**src/rtl/m_axis_pattern_pkg.sv**
```systemverilog
// Shared types and the pattern-update rule for the AXI-Stream pattern generator.
// Pure definitions: no state, no timing of its own.
package m_axis_pattern_pkg;

  localparam int unsigned MAX_W = 512;

  typedef enum logic [1:0] {
    MODE_INCR  = 2'd0,
    MODE_DECR  = 2'd1,
    MODE_CONST = 2'd2,
    MODE_WALK  = 2'd3
  } mode_e;

  typedef enum logic [1:0] {
    ST_IDLE   = 2'd0,
    ST_RUN    = 2'd1,
    ST_FINISH = 2'd2
  } state_e;

  // Operates on a zero-extended value; width selects the live bit range so one
  // function serves every DATA_W (the rotate wraps at bit width-1, not MAX_W-1).
  function automatic logic [MAX_W-1:0] next_value(input mode_e             mode,
                                                  input logic [MAX_W-1:0] data,
                                                  input logic [MAX_W-1:0] step,
                                                  input int unsigned      width);
    logic [MAX_W-1:0] mask;
    logic [MAX_W-1:0] res;
    mask = {MAX_W{1'b1}} >> (MAX_W - width);
    case (mode)
      MODE_INCR:  res = data + step;
      MODE_DECR:  res = data - step;
      MODE_CONST: res = data;
      default:    res = (data << 1) | (data >> (width - 1));
    endcase
    return res & mask;
  endfunction

endpackage

```
**src/rtl/m_axis_pattern_datapath.sv**
```systemverilog
// tdata register: loads the seed on a run launch, advances by one pattern step per
// accepted beat, holds while the beat is stalled.
module m_axis_pattern_datapath
  import m_axis_pattern_pkg::*;
#(
  parameter int unsigned DATA_W = 32
) (
  input  logic              aclk,
  input  logic              aresetn,
  input  logic              load_i,
  input  logic              adv_i,
  input  mode_e             mode_i,
  input  logic [DATA_W-1:0] seed_i,
  input  logic [DATA_W-1:0] step_i,
  output logic [DATA_W-1:0] tdata_o
);

  logic [DATA_W-1:0] data_q;
  logic [DATA_W-1:0] data_d;
  logic [DATA_W-1:0] step_q;
  mode_e             mode_q;

  assign data_d  = DATA_W'(next_value(mode_q, MAX_W'(data_q), MAX_W'(step_q), DATA_W));
  assign tdata_o = data_q;

  always_ff @(posedge aclk or negedge aresetn) begin
    if (!aresetn) begin
      data_q <= '0;
      step_q <= '0;
      mode_q <= MODE_INCR;
    end else if (load_i) begin
      data_q <= seed_i;
      step_q <= step_i;
      mode_q <= mode_i;
    end else if (adv_i) begin
      data_q <= data_d;
    end
  end

endmodule

```
**src/rtl/m_axis_pattern_gen.sv**
```systemverilog
// Packetised AXI-Stream pattern source; first beat one cycle after start, 1 beat/cycle.
// Backpressure: tdata/tvalid/tlast held while tready is low; tvalid never depends on tready.
module m_axis_pattern_gen
  import m_axis_pattern_pkg::*;
#(
  parameter int unsigned DATA_W     = 32,
  parameter int unsigned PKT_LEN_W  = 16,
  parameter int unsigned NUM_PKTS_W = 16
) (
  input  logic                  aclk,
  input  logic                  aresetn,
  input  logic                  start,
  input  logic                  abort,
  input  logic [1:0]            cfg_mode,
  input  logic [DATA_W-1:0]     cfg_seed,
  input  logic [DATA_W-1:0]     cfg_step,
  input  logic [PKT_LEN_W-1:0]  cfg_pkt_len,
  input  logic [NUM_PKTS_W-1:0] cfg_num_pkts,
  output logic [DATA_W-1:0]     m_axis_tdata,
  output logic                  m_axis_tvalid,
  output logic                  m_axis_tlast,
  input  logic                  m_axis_tready,
  output logic                  busy,
  output logic                  done,
  output logic [NUM_PKTS_W-1:0] pkt_count
);

  state_e                state_q;
  logic                  tvalid_q;
  logic                  tlast_q;
  logic                  busy_q;
  logic                  done_q;
  logic                  stop_req_q;
  logic [NUM_PKTS_W-1:0] pkt_count_q;
  logic [NUM_PKTS_W-1:0] pkt_count_d;
  logic [NUM_PKTS_W-1:0] num_pkts_q;
  logic [PKT_LEN_W-1:0]  pkt_len_q;
  logic [PKT_LEN_W-1:0]  beat_q;
  logic [PKT_LEN_W-1:0]  beat_d;

  logic hs;
  logic start_ok;
  logic final_pkt;

  assign hs          = tvalid_q & m_axis_tready;
  assign start_ok    = (state_q == ST_IDLE) & start & (cfg_pkt_len != '0);
  assign pkt_count_d = pkt_count_q + NUM_PKTS_W'(1);
  assign beat_d      = beat_q + PKT_LEN_W'(1);
  // An abort arriving on the closing handshake still makes this packet the last.
  assign final_pkt   = ((num_pkts_q != '0) && (pkt_count_d == num_pkts_q)) || stop_req_q || abort;

  always_ff @(posedge aclk or negedge aresetn) begin
    if (!aresetn) begin
      state_q     <= ST_IDLE;
      tvalid_q    <= 1'b0;
      tlast_q     <= 1'b0;
      busy_q      <= 1'b0;
      done_q      <= 1'b0;
      stop_req_q  <= 1'b0;
      pkt_count_q <= '0;
      num_pkts_q  <= '0;
      pkt_len_q   <= '0;
      beat_q      <= '0;
    end else begin
      done_q <= 1'b0;
      case (state_q)
        ST_IDLE: begin
          if (start_ok) begin
            state_q     <= ST_RUN;
            tvalid_q    <= 1'b1;
            tlast_q     <= (cfg_pkt_len == PKT_LEN_W'(1));
            busy_q      <= 1'b1;
            stop_req_q  <= 1'b0;
            pkt_count_q <= '0;
            beat_q      <= '0;
            pkt_len_q   <= cfg_pkt_len;
            num_pkts_q  <= cfg_num_pkts;
          end
        end
        ST_RUN: begin
          if (abort) stop_req_q <= 1'b1;
          if (hs) begin
            if (tlast_q) begin
              pkt_count_q <= pkt_count_d;
              beat_q      <= '0;
              if (final_pkt) begin
                state_q  <= ST_FINISH;
                tvalid_q <= 1'b0;
                tlast_q  <= 1'b0;
                done_q   <= 1'b1;
              end else begin
                tlast_q <= (pkt_len_q == PKT_LEN_W'(1));
              end
            end else begin
              beat_q  <= beat_d;
              tlast_q <= (beat_d == pkt_len_q - PKT_LEN_W'(1));
            end
          end
        end
        ST_FINISH: begin
          state_q <= ST_IDLE;
          busy_q  <= 1'b0;
        end
        default: begin
          state_q  <= ST_IDLE;
          tvalid_q <= 1'b0;
          tlast_q  <= 1'b0;
          busy_q   <= 1'b0;
        end
      endcase
    end
  end

  m_axis_pattern_datapath #(.DATA_W(DATA_W)) u_datapath (
    .aclk    (aclk),
    .aresetn (aresetn),
    .load_i  (start_ok),
    .adv_i   (hs),
    .mode_i  (mode_e'(cfg_mode)),
    .seed_i  (cfg_seed),
    .step_i  (cfg_step),
    .tdata_o (m_axis_tdata)
  );

  assign m_axis_tvalid = tvalid_q;
  assign m_axis_tlast  = tlast_q;
  assign busy          = busy_q;
  assign done          = done_q;
  assign pkt_count     = pkt_count_q;

endmodule

```
**config.mk**
```make
export PLATFORM = sky130hd
export DESIGN_NAME = m_axis_pattern_gen
export DESIGN_NICKNAME = d
export VERILOG_FILES = /design/src/rtl/m_axis_pattern_pkg.sv /design/src/rtl/m_axis_pattern_datapath.sv /design/src/rtl/m_axis_pattern_gen.sv
export SDC_FILE = /design/constraint.sdc
export NUM_CORES = 1
export LEC_CHECK = 0
export CAP_MARGIN = 20
export CELL_PAD_IN_SITES_DETAIL_PLACEMENT = 0
export CELL_PAD_IN_SITES_GLOBAL_PLACEMENT = 1
export CORE_AREA = 2 2 152 154
export CTS_BUF_LIST = sky130_fd_sc_hd__clkbuf_4
export DETAILED_ROUTE_END_ITERATION = 10
export DIE_AREA = 0 0 154 156
export DONT_BUFFER_PORTS = 1
export HOLD_SLACK_MARGIN = 0.15
export PLACE_DENSITY_LB_ADDON = 0.1
export SLEW_MARGIN = 10
export SYNTH_ARGS = -nofsm -noshare
export SYNTH_HDL_FRONTEND = slang
export SYNTH_HIERARCHICAL = 1
export SYNTH_SLANG_ARGS = --single-unit
```
**constraint.sdc**
```tcl
create_clock -name aclk -period 5.4 [get_ports aclk]
set_input_delay 1.08 -clock aclk [delete_from_list [all_inputs] [get_ports aclk]]
set_output_delay 1.08 -clock aclk [all_outputs]
set_load 0.03 [all_outputs]
```
# Word-level counts from Yosys, hierarchy flattened
# Cells that the tools add are included.
dict set report word_totals {
  ff_bits 137
  output_inout_bits 52
  wordCells 89
  inputBits 103
}
dict set report op_classes {
  n_mux 33
  bitwise_logic 6
  eq_ne 14
  n_addsub 5
  reduce_logical 18
}
# op n
set op_table {}
lappend op_table {{one-hot mux 32 bit (3 select lines)} 1}
lappend op_table {{two-way mux 16 bit} 5}
lappend op_table {{two-way mux 32 bit} 2}
lappend op_table {{one-hot mux 16 bit (2 select lines)} 2}
lappend op_table {{adder 16 x 1 -> 16 bit, second input constant} 2}
lappend op_table {{adder 32 bit} 1}
lappend op_table {{equality test 16 x 1 -> 1 bit, second input constant} 2}
lappend op_table {{equality test 16 bit} 2}
lappend op_table {{OR 32 x 1 -> 32 bit} 1}
lappend op_table {{nonzero test 16 bit} 2}
lappend op_table {{subtractor 32 bit} 1}
lappend op_table {{subtractor 16 x 1 -> 16 bit, second input constant} 1}
lappend op_table {{two-way mux 1 bit} 14}
lappend op_table {{!= test 2 bit, second input constant} 6}
lappend op_table {{AND reduction 3 bit} 3}
lappend op_table {{two-way mux 2 bit} 4}
lappend op_table {{AND reduction 4 bit} 2}
lappend op_table {{one-hot mux 1 bit (3 select lines)} 2}
lappend op_table {{AND reduction 2 bit} 3}
lappend op_table {{AND reduction 5 bit} 1}
lappend op_table {{equality test 2 x 1 -> 1 bit, second input constant} 2}
lappend op_table {{equality test 2 bit, second input constant} 2}
lappend op_table {{logical NOT 2 bit} 2}
lappend op_table {{one-hot mux 1 bit (2 select lines)} 2}
lappend op_table {{6 further kinds} 11}

# Depth between registers and ports, before layout
dict set report logic_depth {
  ltp_word 9
  depth_mapped 17
  ltp_nobuf 17
}

# By module
# Netlist, hierarchy kept.
# mod instances seq_area_each_um2 cells_each area_each_um2
set by_module_without_submodules {}
lappend by_module_without_submodules {m_axis_pattern_datapath 1 1651.6 662 5484.0}
lappend by_module_without_submodules {m_axis_pattern_gen 1 1776.7 435 4262.8}

# Worst setup path before layout
# No wires, ideal clock.
dict set report synth_path {
  path_type {reg2reg}
  start {register u_datapath.step_q[8]}
  end {register u_datapath.data_q[27], in the netlist u_datapath/tdata_o[27]}
  required_time_ns 5.254
  path_slack_ns 1.540
  stages_incl_launch_ff 16
  arrival_time_ns 3.714
  path_cell_list {dfrtp_1 > or4_1 > or4_4 > nor2_4 > nand2_1 > nand2_1 > xnor2_1 > ha_1 > a21oi_2 > nand2_1 > or3_1 > nor4b_2 > nor3_1 > a311oi_1 > xor2_1 > a31oi_1}
}
dict set report synth_via {
  elab_chain_cells 4
  elab_cells_between_ends 5
}
# item line_no
set synth_lines {}
lappend synth_lines {{start: declaration} m_axis_pattern_datapath.sv:20} ;# logic [DATA_W-1:0] step_q;
lappend synth_lines {{start signal: assignment} m_axis_pattern_datapath.sv:33} ;# step_q <= step_i;
lappend synth_lines {{subtractor 32 bit or adder 32 bit (tied branches)} {m_axis_pattern_pkg.sv:31, m_axis_pattern_pkg.sv:30}}
lappend synth_lines {{one-hot mux 32 bit (3 select lines) *} m_axis_pattern_pkg.sv:29} ;# case (mode)
lappend synth_lines {{two-way mux 32 bit *} m_axis_pattern_datapath.sv:35} ;# end else if (adv_i) begin
lappend synth_lines {{two-way mux 32 bit *} m_axis_pattern_datapath.sv:31} ;# end else if (load_i) begin
lappend synth_lines {{end signal: assignment} m_axis_pattern_datapath.sv:32} ;# data_q <= seed_i;
lappend synth_lines {{end signal: assignment} m_axis_pattern_datapath.sv:36} ;# data_q <= data_d;
lappend synth_lines {{end: declaration} m_axis_pattern_datapath.sv:18} ;# logic [DATA_W-1:0] data_q;
# Every way passes the cells marked *; elsewhere a longest branch is shown, timed or not. The select of a mux whose other input is x is not followed.
# A chain may end at the register's enable or synchronous reset.

# Final worst setup path
# Same ends and word-level chain as after synthesis.

==> results.md <==
- Final instance area: ~10000 sq um
- Slowest stage delay, CP: a little under 0.6 ns
- Area contributors post-synth: dfrtp_1 35%, mux2_2 6.7%, xnor2_1 5.8%
- Dpl hpwl: 19.77 mm
- Final-layout fill cell count: about 2200
- Cell family with most CP delay: simple AND/OR/NAND/NOR gates
- Routed length per instance: 20.02 microns
- Post-synthesis sequential area ratio: 35.17%
- Placed Cells: ~1300
- IO buf count: 0
- Mapped Nets: ~1200
- Clk_lat worst skew: 0.56 ns
- Unrepaired setup endpoints after global routing: false
- Max-Cap Viols: 0
- 1st-iter DRT viols: between 500 and 600
- Final wirelength: around 28 mm
- Leakage power: around 0.0042 uW
- FF+latch count, synth: around 140
- Minimum clock period: ~4.5 ns
- Synth cell types: 82
- Share of cells above drive strength 1: between 10 and 15%
- Fin. Hold Viols: 0
- Crit path top cell by count: nand2_1
- Placer congestion estimate: 0.8754
- Initial antenna violation count: 8
- Die Width: approximately 150 microns
- Most frequent cells after synthesis: 137 x dfrtp_1, 108 x nand2_1, 95 x o21ai_0
- H-tree depth: 4
- Count leader, synth: dfrtp_1
- First-pass GRT wire length: between 40 and 50 mm
- Slew of the pin with the lowest slew margin: around 1.0 ns
- Slew headroom: between 30% and 40%
- Final total power: 8316 uW
- Worst hold path class: in -> async
- Clk sinks: 137
- Vias in the first global route: about 7600
- Final ANT Viol Nets: 0
- Synth area leader: dfrtp_1
- Fmax achieved: ~0.22 GHz
- Max-slew violations: 0
- Req. time, crit path: 5.87 ns
- Setup Skew: ~0.036 ns
- Via/cell ratio: ~5.8
- Die Span Y: about 160 microns
- Status: finished, final reports clean
- GR Overflow Total: 0
- CP max-delay cell: or4_1
- Tot GR Track Use: between 20 and 25%
- Clock buffer depth: 2
- Post-synth EDFFs: 0
- P per Cell Area: 802.8 nW/um^2
- Clock Tree Root: clkbuf_4
- Final period util: 82.69%
- Initial core utilization: between 40% and 50%
- CP arrival: approximately 4.9 ns
- Async SR Flop Fraction: between 90% and 100%
- Synth-to-layout area growth: 6.277%
- CP endpoint kind: flop
- Endpoints failing setup: 0
- Reg clk slew, reported paths: about 0.17 ns
- Cells after synthesis: about 1100
- Largest net degree at the start of global routing: 73
- Critical path class: reg -> reg
- Core Area: around 22000 sq um
- Startpoint types: flop
- Fin cells: between 1000 and 1500
- Synthesized area per cell: 8.885 sq um
- WHS: ~0.22 ns
- Full die area: about 24000 sq um
- Netlist Area Pre-Place: approximately 9700 sq um
- Row count: 55
- Setup TNS: 0 ns
- 1st-pass router iterations: 5
- Total CTS buffers: 17
- Post CTS Setup Buffer Count: 0
- Dpl cell area: ~10000 sq um
- Main flop type after synthesis: dfrtp_1
- Residual DRC: 0
- Critical path, cell by cell: or4_1, or4_4, nor2_4, nand2_1, nand2_1, xnor2_1, ha_1, a21oi_2, nand2_1, or3_1, nor4b_2, nor3_1, a311oi_1, xor2_1, a31oi_1
- CTS tree: built
- DR vias: between 8000 and 9000
- Crit path max fanout: 7
- Worst vdd ir: about 490 uV
- Crit path buf inv count: 0
- Yosys top cell area share: a little over a third
- Yosys warning count: 6
- Nets: about 1200
- Top-Level Pins: between 150 and 200
==> area by class of cell <==
cell class / instances / area, sq um / share of cell area [%]
inverter: 29 / 108.9 / 1.051
clock inverter: 15 / 173.9 / 1.679
antenna: 6 / 15.01 / 0.1449
tap: 285 / 356.6 / 3.442
timing repair buffer: 17 / 180.2 / 1.739
multi-input combinational: 874 / 5968 / 57.62
clock buffer: 17 / 127.6 / 1.232
sequential: 137 / 3428 / 33.10
==> worst reg2reg max path: stages, from the launching register on <==
cell and delay, ns:
dfrtp_1 0.44, or4_1 0.59, or4_4 0.47, nor2_4 0.18, nand2_1 0.16, nand2_1 0.11, xnor2_1 0.14, ha_1 0.35
a21oi_2 0.25, nand2_1 0.07, or3_1 0.42, nor4b_2 0.44, nor3_1 0.10, a311oi_1 0.39, xor2_1 0.18, a31oi_1 0.09
==> what timing repair did <==
item                                   in CTS  in global routing
endpoints found under the hold margin      44                 37
resized for setup                           0                  0
hold buffers                                3                  4
==> report_power, final <==
part	internal, uW	total (uW)	switching (uW)
logic	2290	5320	3030
clock network	217	708	492
registers	1440	2290	850
total	3950	8320	4370
==> cell families after synthesis <==
family | Yosys count | share of synthesized area [%]
fa+ha+maj | 37 | 4.827
mux | 64 | 7.317
buf+inv | 86 | 3.620
flops | 137 | 35.17
xor+xnor | 114 | 10.46
simple gates | 362 | 19.15
compound gates | 297 | 19.45
==> stage by stage <==
| stage | util, % | setup WS [ns] |
|---|---|---|
| after floorplan | - | 1.540 |
| after global routing | 46.27 | 0.6328 |
| final | 46.32 | 0.9345 |
| after detailed placement | 44.43 | 1.013 |
| after global placement | 44.43 | 1.151 |
| after CTS | 45.99 | 1.013 |
==> registers in the layout, summed over array words and instances, names as in the netlist, 2 cells and up <==
signal	flops
pkt_len_q	16
u_datapath/tdata_o	32
state_q	2
num_pkts_q	16
pkt_count	16
u_datapath/step_q	32
u_datapath/mode_q	2
beat_q	16
==> cell usage in the layout, fill, tap and decap left out, drive strengths merged, types with 6 or more instances in the layout <==
cell type / n
o21bai: 7
nor3b: 7
inv: 37
dfrtp: 137
o21ai: 98
o211ai: 21
and2: 7
clkbuf: 17
o31ai: 15
nand2b: 10
a211oi: 7
or4: 10
nand4: 23
xnor2: 65
xor2: 48
mux2i: 6
nor3: 17
or3: 15
and3: 10
diode: 6
and4: 6
a31oi: 17
mux2: 58
ha: 36
a21oi: 75
nand3: 32
nand2: 109
a21o: 19
nor2: 81
buf: 12
nor4: 16
==> path summary, 6_finish.rpt <==
path | startpoint | to | slack [ns] | depth (start not counted)
setup / recovery | u_datapath/step_q[8] | u_datapath/tdata_o[27] | 0.93 | 15
hold / removal | aresetn | u_datapath/step_q[5] | 0.22 | 0
setup reg to reg | u_datapath/step_q[8] | u_datapath/tdata_o[27] | 0.93 | 15
hold reg to reg | beat_q[15] | beat_q[15] | 0.52 | 1
max in group asynchronous | aresetn | u_datapath/tdata_o[19] | 3.69 | 1
min in group aclk | beat_q[15] | beat_q[15] | 0.52 | 1
==> metal layers <==
metal  vias up  wire length (microns)  part of all wire [%]  GRT usage [%]
li1       3962                      -                     -              -
met1      3858                  13080                    47          31.59
met2       182                  12710                    46          36.77
met3        17                   1596                   5.8          6.306
met4         4                    214                  0.77          3.204
met5         -                     27                 0.098              0
(Power assumes the default switching activity.)
